--- src/rtl/mult_pipe_top.sv ---
// mult_pipe_top: W x W signed/unsigned multiplier behind a STAGES-deep valid/ready pipeline.
// Define APPROX_EN for a truncated-magnitude product (low TRUNC bits of each |operand| zeroed).
module mult_pipe_top #(
  parameter int W = 16,
  parameter int STAGES = 3,
  parameter int TRUNC = 5
) (
  input  logic                          clk,
  input  logic                          rst,
  input  logic                          in_valid,
  output logic                          in_ready,
  input  logic [W-1:0]                  x,
  input  logic [W-1:0]                  y,
  input  logic                          in_signed,
  output logic                          out_valid,
  input  logic                          out_ready,
  output logic [2*W-1:0]                p_out,
  output logic [$clog2(STAGES+1)-1:0]   inflight
);
  localparam int CW = $clog2(STAGES+1);
  if (W < 2 || STAGES < 1 || TRUNC < 0 || TRUNC >= W) begin : g_bad_params
    $error("mult_pipe_top: illegal parameters");
  end
  logic [STAGES-1:0] v, fr;
  logic [2*W-1:0] d [STAGES];
  logic [2*W-1:0] prod;
  logic acc, pop;
`ifdef APPROX_EN
  logic sx, sy;
  logic [W-1:0] mx, my;
  logic [2*W-1:0] mp;
  always_comb begin
    sx = in_signed & x[W-1];
    sy = in_signed & y[W-1];
    mx = (sx ? -x : x) & ({W{1'b1}} << TRUNC);
    my = (sy ? -y : y) & ({W{1'b1}} << TRUNC);
    mp = {{W{1'b0}}, mx} * {{W{1'b0}}, my};
    prod = (sx ^ sy) ? -mp : mp;
  end
`else
  logic [2*W-1:0] xe, ye;
  always_comb begin
    xe = {{W{in_signed & x[W-1]}}, x};
    ye = {{W{in_signed & y[W-1]}}, y};
    prod = xe * ye;
  end
`endif
  // a stage can load iff some stage at or after it is empty, or the output drains
  for (genvar k = 0; k < STAGES; k++) begin : g_fr
    assign fr[k] = out_ready | ~&v[STAGES-1:k];
  end
  assign in_ready = !rst & fr[0];
  assign acc = in_valid & in_ready;
  assign pop = v[STAGES-1] & out_ready;
  assign out_valid = v[STAGES-1];
  assign p_out = d[STAGES-1];
  always_ff @(posedge clk) begin
    if (rst) begin
      v <= '0;
      inflight <= '0;
      for (int i = 0; i < STAGES; i++) d[i] <= '0;
    end else begin
      inflight <= inflight + CW'(acc) - CW'(pop);
      if (fr[0]) v[0] <= in_valid;
      if (acc) d[0] <= prod;
      for (int i = 1; i < STAGES; i++) begin
        if (fr[i]) begin
          v[i] <= v[i-1];
          if (v[i-1]) d[i] <= d[i-1];
        end
      end
    end
  end
endmodule

--- config.mk ---
export PLATFORM = sky130hd
export DESIGN_NAME = mult_pipe_top
export DESIGN_NICKNAME = d
export VERILOG_FILES = /design/src/rtl/mult_pipe_top.sv
export SDC_FILE = /design/constraint.sdc
export NUM_CORES = 1
export LEC_CHECK = 0
export CAP_MARGIN = 10
export CORE_UTILIZATION = 50
export CTS_BUF_LIST = sky130_fd_sc_hd__clkbuf_8 sky130_fd_sc_hd__clkbuf_16
export DETAILED_ROUTE_END_ITERATION = 8
export PLACE_DENSITY = 0.68
export SLEW_MARGIN = 20
export SYNTH_ARGS = -nofsm -noshare
export SYNTH_HDL_FRONTEND = slang
export SYNTH_SLANG_ARGS = --single-unit
--- constraint.sdc ---
create_clock -name clk -period 18.5 [get_ports clk]
set_clock_uncertainty 0.15 [all_clocks]
set_input_delay 4.625 -clock clk [delete_from_list [all_inputs] [get_ports clk]]
set_output_delay 4.625 -clock clk [all_outputs]
set_load 0.05 [all_outputs]
Word level (Yosys, flattened, before mapping)
Memory sizes are Yosys's and may differ from the RTL's.
Index checks and enable logic that the tools add are counted.
W data, S select, Z words.
- register bits after elaboration: 5
- bits in latches: 0
- RAM bits: 96
- memory bits (read-only): 0
- output and inout bits: 36
- logic and storage cells: 41
- memories kept: 1
- add/sub/neg operators: 2
- multiply operators: 1
- div/mod/pow operators: 0
- order comparisons: 0
- equality and inequality tests: 0
- shifts and indexed selects: 0
- multiplexer cells: 16
- bitwise logic cells: 11
- reductions and logical operators: 6
- memory list (name ; words ; width ; rd ports ; clocked after Yosys merged registers in ; write ports ; RTL line ; RTL):
    d ; 3 ; 32 ; 3 ; 0 ; 3 ; 25 ; logic [2*W-1:0] d [STAGES];
- operator list (operator ; number):
    $mux W32 ; 3
    $mul A17 B17 Y32 ; 1
    $mux W1 ; 13
    $or A1 B1 Y1 ; 6
    $and A1 B1 Y1 ; 5
    $logic_not A1 Y1 ; 4
    $reduce_and A3 Y1 ; 1
    $add A2 B1 Y2 ; 1
    $reduce_and A2 Y1 ; 1
    $sub A2 B1 Y2 ; 1

Logic depth before layout (Yosys ltp)
Gate-level depths: netlist of run 1.
- depth after elaboration: 9
- depth in mapped cells: 25
- mapped depth without buffers: 23

Least setup slack after synthesis of run 1
No wires, ideal clock.
- path type: input to register
- from: input port in_signed
- to: memory d[0][26] in the netlist's numbering, data pin
- arrival time: 10.157 ns
- required time: 18.084 ns
- setup slack: 7.927 ns
- cell stages on the path: 21
- path buffers: 2
- cells stage by stage: clkbuf_1 and2_1 clkbuf_1 nand2_1 fa_1 fa_1 inv_1 fa_1 fa_1 fa_1 inv_1 fa_1 inv_1 ha_1 o21a_1 a41o_1 a2111oi_2 nand3_2 a31oi_2 xor2_1 nor2_1
- RTL lines (what ; RTL line ; RTL):
    start: declaration ; 14 ; input logic in_signed,
    end: declaration ; 25 ;

==> impl_metrics.env, run 1 <==
export IMPL_drv_slew=0
export IMPL_worstMarginPinSlew_ps=1000
export IMPL_io_pins=73
export IMPL_max_freq_mhz=87.4
export IMPL_yosysSeqAreaShare_pct=20.6
export IMPL_antenna_found_initial=0
export IMPL_post_synth_cell_area_avg_sq_um=10.3
export IMPL_postCtsSetupBuffers=0
export IMPL_path_class="input port to flop"
export IMPL_nets=1821
export IMPL_n_antenna_cell=0
export IMPL_drt_antenna_violating_nets=0
export IMPL_reg2reg_from="v[0]"
export IMPL_syn_area_sq_mm=0.0145
export IMPL_dp_hpwl_mm=23.4
export IMPL_gp_congestion=0.916
export IMPL_worst_setup_path_end_kind="flop"
export IMPL_grt_pass1_vias=9876
export IMPL_ys_async_sr_fraction_pct=0
export IMPL_final_common_cell="inv_1"
export IMPL_cts_tree="yes"
export IMPL_drive_gt1_share_pct=3.02
export IMPL_fin_crit_ps=11450
export IMPL_fill_cells=2472
export IMPL_ctsRootBufferMaster="clkbuf_16"
export IMPL_vias_per_cell=5.09
export IMPL_fin_tns_setup_ps=0
export IMPL_firstDrtPassIters=5
export IMPL_synthFlopType="edfxtp_1"
export IMPL_grt_use_total_pct=21.5
export IMPL_critical_path_startpoint="y[15]"
export IMPL_yosys_register_bits=101
export IMPL_max_slew_margin_pct=32.8
export IMPL_rows=61
export IMPL_die_h_microns=172
export IMPL_die_w_microns=172
export IMPL_io_buffers=72
export IMPL_final_cell_mix="inv_1, fa_1, and2_1, nand2_1, edfxtp_1"
export IMPL_post_drt_wl_per_cell_microns=16.2
export IMPL_syn_instance_count=1413
export IMPL_final_setup_viol_count=0
export IMPL_hold_class="flop to flop"
export IMPL_worstPathArrival_ps=11380
export IMPL_gr_total_overflow=0
export IMPL_r2r_end="d[0][30]"
export IMPL_clk_pin_slew_ps=70
export IMPL_maxCapViolCount=0
export IMPL_start_util_pct=51.4
export IMPL_status="finished, final reports clean"
export IMPL_syn_to_final_growth_pct=7.41
export IMPL_final_util_pct=55.3
export IMPL_rrSetupSlack_ps=16480
export IMPL_ys_types=54
export IMPL_die_area_sq_mm=0.0297
export IMPL_syn_nets=1816
export IMPL_grt_max_degree=73
export IMPL_rsz0062_at_grt="false"
export IMPL_grt_pass1_wl_mm=49.1
export IMPL_route_vias_total=9154
export IMPL_cts_resized=0
export IMPL_hold_viol_final=0
export IMPL_critPathLaunchType="input port"
export IMPL_reg2reg_depth=6
export IMPL_min_delay_start="d[0][54]"
export IMPL_clock_path_buffers=2
export IMPL_clock_sinks=101
export IMPL_drt_iter0_drc=560
export IMPL_htreeDepth=3
export IMPL_endpoint="d[0][26]"
export IMPL_drc=0
export IMPL_hold_buffers=0
export IMPL_coreArea_sq_mm=0.0282
export IMPL_clk_latency_ps=330
export IMPL_synth_edff_count=96
export IMPL_cts_buffers=9
export IMPL_crit_fanout=18
export IMPL_critPathRequiredTime_ps=18430
export IMPL_finalCritPeriodShare_pct=61.9
export IMPL_postRouteWirelength_mm=29.2
export IMPL_ys_warn_count=0
-- synthesized netlist by cell type, drive strengths merged (9+ instances only) --
cell    instances  area share (%)
xor2           10            0.60
nand2         151             3.9
ha             84             7.3
nand2b          9            0.39
clkbuf         48             1.3
nand3          13            0.48
xnor2          21             1.3
edfxtp         96              20
buf            35             1.9
and3           11            0.48
inv           294             7.6
fa            282              39
nor2           38            0.98
o21ai          10            0.35
a21oi          28             1.0
and2          201             8.7
-- critical path, stage by stage --
cell and delay, ps:
clkdlybuf4s50_1 950, nand2_1 600, or2_2 470, fa_1 450
fa_1 490, inv_1 50, fa_1 470, inv_1 50
fa_1 460, fa_1 400, fa_1 510, inv_1 40
ha_1 350, a21o_1 230, a41o_1 260, a2111oi_2 400
nand3_2 160, a31oi_2 200, xor2_1 160, nor2_1 50
-- through the flow --
| step | area (sq um) | cells | setup WS [ps] | hold WS (ps) |
|---|---|---|---|---|
| after floorplan | 14500 | 1413 | 7930 | 346 |
| after global placement | 15300 | 1785 | 6960 | 353 |
| after detailed placement | 15300 | 1785 | 6750 | 351 |
| after CTS | 15600 | 1800 | 7130 | 365 |
| after global routing | 15600 | 1800 | 6810 | 375 |
| final | 15600 | 1800 | 7050 | 361 |
-- registers in the layout, indices dropped and copies added (netlist names) --
name      count
d            96
v             3
inflight      2
-- final cells by class --
class / count / area, sq um / area share (%)
tap: 378 / 473 / 3.04
timing repair buffer: 77 / 758 / 4.87
inverter: 294 / 1100 / 7.09
sequential: 101 / 2980 / 19.2
clock buffer: 9 / 225 / 1.45
clock inverter: 6 / 57.6 / 0.370
multi-input combinational: 935 / 9960 / 64.0
-- layer usage --
layer / routed length, microns / track usage [%] / up-vias / part of all wire [%]
li1: - / - / 4248 / -
met1: 13200 / 29.7 / 4557 / 45
met2: 13500 / 35.2 / 317 / 46
met3: 2120 / 4.12 / 32 / 7.3
met4: 379 / 5.08 / 0 / 1.3
met5: 0 / 0 / - / 0
-- cells by family (layout without fill, tap and decap cells) --
kind of cell    count (synthesis)  in the layout  share of synthesized area (%)
xor+xnor                       31             31                           1.87
fa+ha+maj                     366            366                           46.2
flops                         101            101                           20.6
buf+inv                       377            386                           10.7
compound gates                 84             84                           4.24
simple gates                  454            454                           16.3
-- worst min path at each step --
stage / to / depth (start not counted)
2_1_floorplan: v[2] / 2
3_3_place_gp: d[0][69] / 1
5_1_grt: d[0][37] / 1
6_report: d[0][86] / 1
4_1_cts: d[0][37] / 1
3_5_place_dp: d[0][78] / 1
Power of run 1 is left out: the tool's default activity adds up to more than one toggle a clock period on the data nets, which glitch-free logic cannot reach.
==> inputs of run 2 (changes only) <==
==> constraint.sdc (replaced) <==
create_clock -name clk -period 11.9 [get_ports clk]
set_clock_uncertainty 0.15 [all_clocks]
set_input_delay 2.975 -clock clk [delete_from_list [all_inputs] [get_ports clk]]
set_output_delay 2.975 -clock clk [all_outputs]
set_load 0.05 [all_outputs]
==> run 2 against run 1 <==
Against the previous run:
- highest routed layer unchanged
- register-to-register slack got worse by 6600 ps
- non-clock buffer count rose by 2
- clock-buffer cell count rose by 1
- sequential share of layout area fell by 0.063 points
==> impl_metrics.env, run 2 (synthesized netlist as in run 1, its figures left out) <==
export IMPL_status="finished, final reports clean"
export IMPL_rsz0062_at_grt="false"
export IMPL_cts_buffers=9
export IMPL_clk_pin_slew_ps=60
export IMPL_clock_path_buffers=2
export IMPL_grt_use_total_pct=21.4
export IMPL_postCtsSetupBuffers=0
export IMPL_fin_tns_setup_ps=0
export IMPL_die_area_sq_mm=0.0297
export IMPL_top_register="d"
export IMPL_clk_latency_ps=330
export IMPL_maxCapViolCount=0
export IMPL_reg2reg_from="v[2]"
export IMPL_drc=0
export IMPL_coreArea_sq_mm=0.0282
export IMPL_gr_total_overflow=0
export IMPL_clock_sinks=101
export IMPL_cts_tree="yes"
export IMPL_ctsRootBufferMaster="clkbuf_16"
export IMPL_hold_buffers=0
export IMPL_fin_crit_ps=9420
export IMPL_final_cell_mix="inv_1, fa_1, and2_1, nand2_1, edfxtp_1"
export IMPL_cts_resized=0
export IMPL_postRouteWirelength_mm=28.9
export IMPL_critical_path_startpoint="x[15]"
export IMPL_start_util_pct=51.4
export IMPL_finalCritPeriodShare_pct=79.1
export IMPL_hold_viol_final=0
export IMPL_antenna_found_initial=0
export IMPL_critPathRequiredTime_ps=11830
export IMPL_max_slew_margin_pct=40.8
export IMPL_rows=61
export IMPL_die_h_microns=172
export IMPL_rrSetupSlack_ps=9850
export IMPL_worstPathArrival_ps=9350
export IMPL_worstMarginPinSlew_ps=885
export IMPL_dp_hpwl_mm=23.1
export IMPL_post_drt_wl_per_cell_microns=16.0
export IMPL_worst_setup_path_end_kind="flop"
export IMPL_endpoint="d[0][26]"
export IMPL_grt_pass1_vias=9859
export IMPL_final_setup_viol_count=0
export IMPL_drt_antenna_violating_nets=0
export IMPL_io_pins=73
export IMPL_nets=1823
export IMPL_r2r_end="d[0][30]"
export IMPL_path_class="input port to flop"
export IMPL_critPathLaunchType="input port"
export IMPL_die_w_microns=172
export IMPL_max_freq_mhz=106
export IMPL_top_regs="d: 96 flops, v: 3 flops, inflight: 2 flops"
export IMPL_reg2reg_depth=7
export IMPL_vias_per_cell=5.09
export IMPL_drive_gt1_share_pct=3.30
export IMPL_final_common_cell="inv_1"
export IMPL_drv_slew=0
export IMPL_grt_max_degree=73
export IMPL_htreeDepth=3
export IMPL_largest_reg_flops=96
export IMPL_firstDrtPassIters=5
export IMPL_drt_iter0_drc=518
export IMPL_gp_congestion=0.914
export IMPL_crit_fanout=24
export IMPL_n_antenna_cell=0
export IMPL_io_buffers=72
export IMPL_syn_to_final_growth_pct=7.76
export IMPL_grt_pass1_wl_mm=49.1
export IMPL_route_vias_total=9175
export IMPL_hold_class="flop to flop"
[run 2: cell count changes in the layout (fill, tap and decap cells not counted)]
cell | before | now
clkbuf_8 | 0 | 1
buf_4 | 5 | 7
clkinv_1 | 1 | 0
clkinv_2 | 0 | 1
clkinv_4 | 1 | 0
bufinv_16 | 1 | 2
[run 2: through the flow]
stage               instances  hold slack [ps]  setup slack (ps)  utilization (%)  cell area (sq um)
CTS                      1803              361              2490             55.4              15600
finish                   1803              360              2480             55.4              15600
floorplan                1413              346              2980                -              14500
detailed placement       1787              351              2110             54.3              15300
global route             1803              375              2190             55.4              15600
global placement         1787              352              2200             54.3              15300
[run 2: per-layer routing]
metal	vias up	routed length [microns]	GRT usage (%)
li1	4250	-	-
met2	284	13200	34.7
met3	22	2150	3.52
met5	-	0	0
met4	0	280	4.31
met1	4619	13300	30.5
[run 2: area by class of cell]
class / count / area, sq um
tap: 378 / 473
clock buffer: 10 / 239
timing repair buffer: 79 / 773
inverter: 294 / 1100
multi-input combinational: 935 / 9960
clock inverter: 6 / 80.1
sequential: 101 / 2980
fill: 2462 / 12500
[run 2: worst min path at each step]
| stage | from | end | depth (start not counted) |
|---|---|---|---|
| after CTS | d[0][17] | d[0][49] | 1 |
| after global placement | d[0][33] | d[0][65] | 1 |
| final | d[0][17] | d[0][49] | 1 |
| after floorplan | v[1] | v[2] | 2 |
| after detailed placement | d[0][48] | d[0][80] | 1 |
| after global routing | d[0][17] | d[0][49] | 1 |
[run 2: worst max-delay path, stage by stage]
cell             delay, ps
clkdlybuf4s50_1        450
buf_4                  250
and2_1                 370
nand2_1                180
fa_1                   740
fa_1                   470
inv_1                   90
fa_1                   440
fa_1                   510
fa_1                   490
inv_1                   50
fa_1                   480
inv_1                   40
ha_1                   340
o21a_1                 240
a41o_1                 270
a2111oi_2              380
nand3_2                150
a31oi_2                200
xor2_1                 160
nor2_1                  60
Power of run 2 is left out for the same reason.
